<file path="config.mk">
export PLATFORM = sky130hd
export DESIGN_NAME = uart_rx_frame
export DESIGN_NICKNAME = d
export VERILOG_FILES = /design/src/rtl/uart_pkg.sv /design/src/rtl/uart_rx_sync.sv /design/src/rtl/uart_rx_frame.sv
export SDC_FILE = /design/constraint.sdc
export NUM_CORES = 1
export LEC_CHECK = 0
export BUFFER_PORTS_ARGS = -buffer_cell sky130_fd_sc_hd__buf_2
export CAP_MARGIN = 20
export CORE_MARGIN = 5
export CORE_UTILIZATION = 59
export DETAILED_ROUTE_END_ITERATION = 16
export MAX_ROUTING_LAYER = met4
export PLACE_DENSITY = 0.8
export SETUP_SLACK_MARGIN = 0.15
export SYNTH_ARGS = -nofsm -noshare
export SYNTH_HDL_FRONTEND = slang
export SYNTH_HIERARCHICAL = 1
export SYNTH_SLANG_ARGS = --single-unit
export TNS_END_PERCENT = 5
</file>
<file path="constraint.sdc">
create_clock -name clk -period 3.6 [get_ports clk]
set_clock_uncertainty 0.2 [all_clocks]
set_input_delay 0.18 -clock clk [delete_from_list [all_inputs] [get_ports clk]]
set_output_delay 0.18 -clock clk [all_outputs]
set_load 0.1 [all_outputs]
</file>
<file path="src/rtl/uart_pkg.sv">
// ============================================================================
// Package     : uart_pkg
// Description : Shared definitions for the UART receiver and transmitter:
//               receive FSM state encoding, idle line level, default width.
// Revision    : 1.0 - initial release
// ============================================================================
`default_nettype none

package uart_pkg;

    // Default number of data bits in a frame
    localparam int UART_DATA_BITS = 8;

    // Level of the serial line when nothing is being sent (mark)
    localparam logic UART_IDLE_LVL = 1'b1;

    // Receive FSM states
    typedef enum logic [2:0] {
        ST_IDLE   = 3'd0,
        ST_START  = 3'd1,
        ST_DATA   = 3'd2,
        ST_PARITY = 3'd3,
        ST_STOP   = 3'd4
    } uart_state_t;

endpackage : uart_pkg

`default_nettype wire

</file>
<file path="src/rtl/uart_rx_sync.sv">
// ============================================================================
// Module      : uart_rx_sync
// Description : Multi-stage synchroniser for the asynchronous serial input,
//               followed by a registered falling-edge detector.
// Ports       : clk      in  system clock
//               rst      in  asynchronous active-high reset
//               rs232_rx in  raw serial line (asynchronous to clk)
//               rx_s     out synchronised line level
//               rx_fall  out high for one clk when rx_s goes 1 -> 0
// Revision    : 1.0 - initial release
// ============================================================================
`default_nettype none

module uart_rx_sync
    import uart_pkg::*;
#(
    parameter int SYNC_STAGES = 2
) (
    input  logic clk,
    input  logic rst,
    input  logic rs232_rx,
    output logic rx_s,
    output logic rx_fall
);

    // Fewer than two stages gives no metastability protection
    localparam int STAGES = (SYNC_STAGES < 2) ? 2 : SYNC_STAGES;

    logic [STAGES-1:0] sync_q;
    logic              rx_prev;

    // Reset to the idle level so that reset release never looks like a start edge
    always_ff @(posedge clk or posedge rst) begin
        if (rst) begin
            sync_q  <= {STAGES{UART_IDLE_LVL}};
            rx_prev <= UART_IDLE_LVL;
        end else begin
            sync_q  <= {sync_q[STAGES-2:0], rs232_rx};
            rx_prev <= sync_q[STAGES-1];
        end
    end

    assign rx_s    = sync_q[STAGES-1];
    // Both terms come straight from flops, so the pulse is glitch-free
    assign rx_fall = rx_prev & ~rx_s;

endmodule : uart_rx_sync

`default_nettype wire

</file>
<file path="src/rtl/uart_rx_frame.sv">
// ============================================================================
// Module      : uart_rx_frame
// Description : UART frame receiver. Detects the start edge, enables the
//               shared baud generator, samples each bit on the mid-bit
//               clk_bps pulse (LSB first) and delivers the byte together
//               with framing/parity status.
// Ports       : clk        in  system clock
//               rst        in  asynchronous active-high reset
//               rs232_rx   in  serial line, idle high
//               clk_bps    in  mid-bit tick from the baud generator
//               bps_start  out baud generator enable (frame in progress)
//               rx_data    out last received byte
//               rx_int     out busy; falling edge marks data ready
//               rx_valid   out one-clk pulse when rx_data is updated
//               frame_err  out stop bit of last frame was 0
//               parity_err out parity mismatch on last frame
// Config      : UART_RX_PARITY_EN - when defined, a parity bit follows the
//               data bits and is checked (sense set by PARITY_ODD);
//               otherwise 8N1 framing and parity_err is constant 0.
// Revision    : 1.0 - initial release
// ============================================================================
`default_nettype none

module uart_rx_frame
    import uart_pkg::*;
#(
    parameter int DATA_BITS   = UART_DATA_BITS,
    parameter int SYNC_STAGES = 2,
    parameter bit PARITY_ODD  = 1'b0
) (
    input  logic                 clk,
    input  logic                 rst,
    input  logic                 rs232_rx,
    input  logic                 clk_bps,
    output logic                 bps_start,
    output logic [DATA_BITS-1:0] rx_data,
    output logic                 rx_int,
    output logic                 rx_valid,
    output logic                 frame_err,
    output logic                 parity_err
);

    localparam int                 CNT_W    = $clog2(DATA_BITS + 1);
    localparam logic [CNT_W-1:0]   LAST_IDX = CNT_W'(DATA_BITS - 1);

    uart_state_t          state;
    uart_state_t          state_nxt;
    logic [CNT_W-1:0]     bit_cnt;
    logic [DATA_BITS-1:0] shift_reg;
    logic                 rx_s;
    logic                 rx_fall;
    logic                 start_pend;
    logic                 start_req;
    logic                 stop_done;

    // ------------------------------------------------------------------
    // Input synchroniser and start-edge detector
    // ------------------------------------------------------------------
    uart_rx_sync #(
        .SYNC_STAGES (SYNC_STAGES)
    ) u_sync (
        .clk      (clk),
        .rst      (rst),
        .rs232_rx (rs232_rx),
        .rx_s     (rx_s),
        .rx_fall  (rx_fall)
    );

    // An edge that lands in the cycle the stop bit is taken is held for
    // one clk so the FSM, back in IDLE, still starts on it.
    assign start_req = rx_fall | start_pend;
    assign stop_done = (state == ST_STOP) && clk_bps;

    // ------------------------------------------------------------------
    // FSM: state register
    // ------------------------------------------------------------------
    always_ff @(posedge clk or posedge rst) begin
        if (rst) begin
            state <= ST_IDLE;
        end else begin
            state <= state_nxt;
        end
    end

    // ------------------------------------------------------------------
    // FSM: next state. Only clk_bps advances a frame; IDLE ignores it.
    // ------------------------------------------------------------------
    always_comb begin
        state_nxt = state;
        case (state)
            ST_IDLE: begin
                if (start_req) begin
                    state_nxt = ST_START;
                end
            end
            ST_START: begin
                if (clk_bps) begin
                    // A high line at mid start bit means the edge was a glitch
                    state_nxt = (rx_s == UART_IDLE_LVL) ? ST_IDLE : ST_DATA;
                end
            end
            ST_DATA: begin
                if (clk_bps && (bit_cnt == LAST_IDX)) begin
`ifdef UART_RX_PARITY_EN
                    state_nxt = ST_PARITY;
`else
                    state_nxt = ST_STOP;
`endif
                end
            end
            ST_PARITY: begin
`ifdef UART_RX_PARITY_EN
                if (clk_bps) begin
                    state_nxt = ST_STOP;
                end
`else
                state_nxt = ST_IDLE;
`endif
            end
            ST_STOP: begin
                if (clk_bps) begin
                    state_nxt = ST_IDLE;
                end
            end
            default: begin
                state_nxt = ST_IDLE;
            end
        endcase
    end

    // ------------------------------------------------------------------
    // FSM: outputs. Busy and baud enable cover every non-idle state, so
    // both drop in the same clk that rx_valid pulses.
    // ------------------------------------------------------------------
    always_comb begin
        bps_start = (state != ST_IDLE);
        rx_int    = (state != ST_IDLE);
    end

    // ------------------------------------------------------------------
    // Datapath: bit index, shift register, delivered byte and status
    // ------------------------------------------------------------------
    always_ff @(posedge clk or posedge rst) begin
        if (rst) begin
            bit_cnt    <= '0;
            shift_reg  <= '0;
            rx_data    <= '0;
            frame_err  <= 1'b0;
            rx_valid   <= 1'b0;
            start_pend <= 1'b0;
        end else begin
            rx_valid   <= stop_done;
            start_pend <= stop_done & rx_fall;

            if ((state == ST_START) && clk_bps) begin
                bit_cnt <= '0;
            end

            if ((state == ST_DATA) && clk_bps) begin
                for (int i = 0; i < DATA_BITS; i++) begin
                    if (bit_cnt == CNT_W'(i)) begin
                        shift_reg[i] <= rx_s;
                    end
                end
                // Hold at the last index; START clears it for the next frame
                if (bit_cnt != LAST_IDX) begin
                    bit_cnt <= bit_cnt + 1'b1;
                end
            end

            // The byte is delivered even when the stop bit is bad
            if (stop_done) begin
                rx_data   <= shift_reg;
                frame_err <= ~rx_s;
            end
        end
    end

`ifdef UART_RX_PARITY_EN
    // ------------------------------------------------------------------
    // Parity capture and check, published together with rx_data
    // ------------------------------------------------------------------
    logic par_bit;
    logic parity_err_q;

    always_ff @(posedge clk or posedge rst) begin
        if (rst) begin
            par_bit      <= 1'b0;
            parity_err_q <= 1'b0;
        end else begin
            if ((state == ST_PARITY) && clk_bps) begin
                par_bit <= rx_s;
            end
            if (stop_done) begin
                parity_err_q <= ((^shift_reg) ^ par_bit) != PARITY_ODD;
            end
        end
    end

    assign parity_err = parity_err_q;
`else
    // No parity bit in the frame; the sense parameter has nothing to act on
    assign parity_err = 1'b0 & PARITY_ODD;
`endif

endmodule : uart_rx_frame

`default_nettype wire

</file>
# Word-level counts from Yosys, hierarchy flattened
# Index checks and enable logic that the tools add are counted.
[op_classes]
add_sub_neg = 1
mul = 0
n_div = 0
magnitude_cmp = 0
eq_ne = 15
shift = 0
n_mux = 9
n_bitwise = 4
reduce_logical = 16
[op_table]
columns = ["operator", "count"]
rows = [
  ["4-bit by 3-bit equality test with 1-bit output (second input constant)", 4],
  ["2-bit AND reduction", 8],
  ["3-bit 2-to-1 mux", 4],
  ["4-bit 2-to-1 mux", 3],
  ["3-bit one-hot mux with 4 select lines", 1],
  ["4-bit by 2-bit equality test with 1-bit output (second input constant)", 2],
  ["2-bit != test (second input constant)", 4],
  ["4-bit by 1-bit adder with 4-bit output (second input constant)", 1],
  ["4-bit by 1-bit equality test with 1-bit output (second input constant)", 1],
  ["1-bit logical AND", 4],
  ["4-bit zero test", 1],
  ["4-bit by 3-bit != test with 1-bit output (second input constant)", 1],
  ["4-bit AND reduction", 1],
  ["3-bit by 1-bit equality test with 1-bit output (second input constant)", 1],
  ["3-bit by 2-bit equality test with 1-bit output (second input constant)", 1],
  ["3-bit equality test (second input constant)", 1],
  ["3-bit zero test", 1],
  ["3-bit nonzero test", 1],
  ["1-bit bitwise AND", 2],
  ["2-bit 2-to-1 mux", 1],
  ["1-bit NOT", 1],
  ["1-bit OR", 1],
]
[totals]
register_bits = 29
latchBits = 0
ramBits = 0
mem_bits_ro = 0
in_bits = 4
word_cells = 61
mem_count = 0

# Logic depth before layout (Yosys ltp)
[logic_depth]
word_depth = 5
ltp_mapped = 4

# By module
# Netlist, hierarchy kept.
[by_module_without_submodules]
columns = ["mod", "n_inst", "cells_per_inst", "area_per_inst_um2", "seq_area_each_um2"]
rows = [
  ["uart_rx_frame", 1, 96, 1203.7, 650.6],
  ["uart_rx_sync", 1, 5, 96.3, 78.8],
]

# Least setup slack after synthesis
# OpenSTA, ideal clock, no wires.
[synth_path]
kind = "register to output"
start = "register state[2]"
end = "output port rx_int"
t_arrival_ns = 1.507
path_slack_ns = 1.713
stages_incl_launch_ff = 3
path_buffers = 1
cell_sequence = "dfrtp_1 > or3_2 > buf_4"
[synth_between]
elab_chain_cells = 1
[synth_rtl]
columns = ["item", "line_no", "text"]
rows = [
  ["from (decl)", "uart_rx_frame.sv:46", "uart_state_t state;"],
  ["from (signal assigned)", "uart_rx_frame.sv:81", "state <= state_nxt;"],
  ["3-bit nonzero test", "-", ""],
  ["to (decl)", "uart_rx_frame.sv:37", "output logic rx_int,"],
]
# Every way passes these cells.

# Worst setup path after layout
[layout_path]
start = "register state[2]"
end = "output port bps_start"
[layout_between]
elab_chain_cells = 1
[layout_rtl]
columns = ["item", "line_no", "text"]
rows = [
  ["3-bit nonzero test", "uart_rx_frame.sv:136", "bps_start = (state != ST_IDLE);"],
  ["to (decl)", "uart_rx_frame.sv:35", "output logic bps_start,"],
]
# Every way passes these cells.

==> out/qor.csv <==
metric;value;unit
Cell Count, Final, Fillers Out;150;
fin worst setup slack;1620;ps
Finished Core Util;0.701;
Worst Hold Class;flip-flop to flip-flop;
# port buffers;15;
Setup CP Type;flip-flop to output port;
top-count cell post-synth;dfrtp_1;
internal power;0.669;mW
Iter 0 DRT Violations;15;
Net Sw Frac;0.348;
Async SR Flop Fraction;1.00;
std cell rows;17;
RSZ-0062 raised after global routing;no;
dpl hpwl;1590;um
Setup TNS;0;ps
RePlAce Congestion;0.846;
status;finished clean;
arrival time at the worst endpoint;1600;ps
CTS Buf Count;5;
Initial Utilization;0.605;
Final Hold Vio Count;0;
mapped cell area;1300;sq um
Tmin final;1980;ps
Pleak;0.779;nW
total congestion overflow;0;
CTS-repair resized insts;0;
TritonRoute pass-1 iters;4;
post-synth top area cell;dfrtp_1;
Area growth, synth to finish;15.9;%
wire length of the first global-routing pass;3970;um
Critical Path Start Type;flip-flop;
post-synth top area share;0.500;
Post-synth EDFFs;0;
worst rel slew slack;0.376;
Max-Cap Viols;0;
Reg clk slew, reported paths;90;ps
H-tree level count;2;
dpl ws;1920;ps
clock share of power;0.321;
Die W;56.9;um
Tightest Pin Transition;934;ps
synth unique cells;37;
Syn Nets;109;
post-route cell area;1510;sq um
proportion of layout cells with a drive suffix above 1;0.402;
Skew-Pair Late Insertion Delay;330;ps
CP required;3220;ps
placed instance count;139;
post-route ant nets;0;
CP Capture Type;output port;
min-delay src;u_sync/sync_q[0]$_DFF_PP1_;
Max Slew Vio Count;0;
Design Power;1.03;mW
post-synthesis sequential area ratio;0.561;
die span in y;56.9;um
total wire length;2230;um
core area;2150;sq um
Synth Warn #;6;
CTS tree;built;
Reg power frac;0.406;
PD cells;681;nW/um^2
initial antenna violation count;0;
num ports;17;
Synth Flop Type;dfrtp_1;
CTS Sinks;29;
dominant cells by area after synthesis;dfrtp_1, mux2_2, dfstp_2;
final hold slack;162;ps
Avg WL per Cell;14.9;um
max frequency;506;MHz
fillers;149;
DRC;0;
crit path max fanout;8;
fin nets;129;
Root Driver;clkbuf_4;
crit path from;state[2]$_DFFE_PP0P_;
top cells by count, synth;dfrtp_1, mux2_2, nand3_1;
fin crit share;0.549;
synthesized flop and latch total;29;
combinational share of power;0.273;
largest net degree at the start of global routing;27;
switching pwr;0.357;mW
vias in the first global route;853;
vias per cell;5.42;
reg2reg start;state[1]$_DFFE_PP0P_;
die area;3240;sq um
n_diodes;0;
Final setup viols;0;
Gate Count Post-Synth;101;
Syn Area/Cell;12.9;sq um
Max VDD drop;0.000708;V
maximum root-to-sink buffer count;2;
gr usage total;0.168;
Cell Area, Placed;1370;sq um
DR vias;813;
layout by cell type, fill, tap and decap left out, drive strengths merged, types with 3 or more instances in the layout:
master,instances
mux2i,3
ha,4
nand3,8
dlygate4sd3,3
nand2,6
dfstp,3
mux2,16
nor2,3
inv,5
buf,15
clkbuf,5
dfrtp,26
worst max-delay path: stages, from the launching register on:
cell	delay, ps
dfrtp_1	460
or3_2	500
buf_2	310
path summary, 6_finish.rpt:
kind / to / cells after the start / slack [ps]
worst min-delay path: u_sync/sync_q[1]$_DFF_PP1_ / 0 / 160
worst min register to register: u_sync/sync_q[1]$_DFF_PP1_ / 0 / 160
worst max-delay path: bps_start / 2 / 1620
min in group asynchronous: u_sync/rx_prev$_DFF_PP1_ / 3 / 250
worst max register to register: rx_data[1]$_DFFE_PP0P_ / 2 / 1910
max in group asynchronous: shift_reg[1]$_DFFE_PP0P_ / 3 / 2210
cell type report:
cell class | count | area (sq um) | share of cell area
inverters | 5 | 18.8 | 0.0125
clock buffers | 5 | 37.5 | 0.0249
multi-input cells | 62 | 515 | 0.342
repair buffers | 18 | 105 | 0.0698
well taps | 28 | 35.0 | 0.0233
clock inverters | 3 | 65.1 | 0.0432
flip-flops and latches | 29 | 729 | 0.484
kinds of logic after synthesis:
kind of cell / after synthesis / share of synthesized area
other cells: 1 / 0.00288
flops: 29 / 0.561
buf+inv: 10 / 0.0423
compound gates: 6 / 0.0356
mux: 19 / 0.165
fa+ha+maj: 4 / 0.0385
xor+xnor: 1 / 0.00674
simple gates: 31 / 0.148
routing by layer:
layer,wire [um],track usage,share of wire
met1,983,0.216,0.44
met2,1100,0.235,0.49
met3,108,0.0701,0.048
met4,43,0.0695,0.019
met5,0,-,0
what timing repair did:
action	4_1_cts	5_1_grt
setup endpoints to repair	0	0
hold buffers	3	0
endpoints found under the hold margin	32	0
setup buffers	0	0
power by group through the flow:
stage,clock network [mW],registers (mW),logic [mW]
global route,0.359,0.426,0.303
CTS,0.338,0.417,0.284
finish,0.329,0.417,0.280
floorplan,0,0.408,0.252
detailed placement,0,0.424,0.279
global placement,0,0.415,0.268
(Power assumes the default switching activity.)
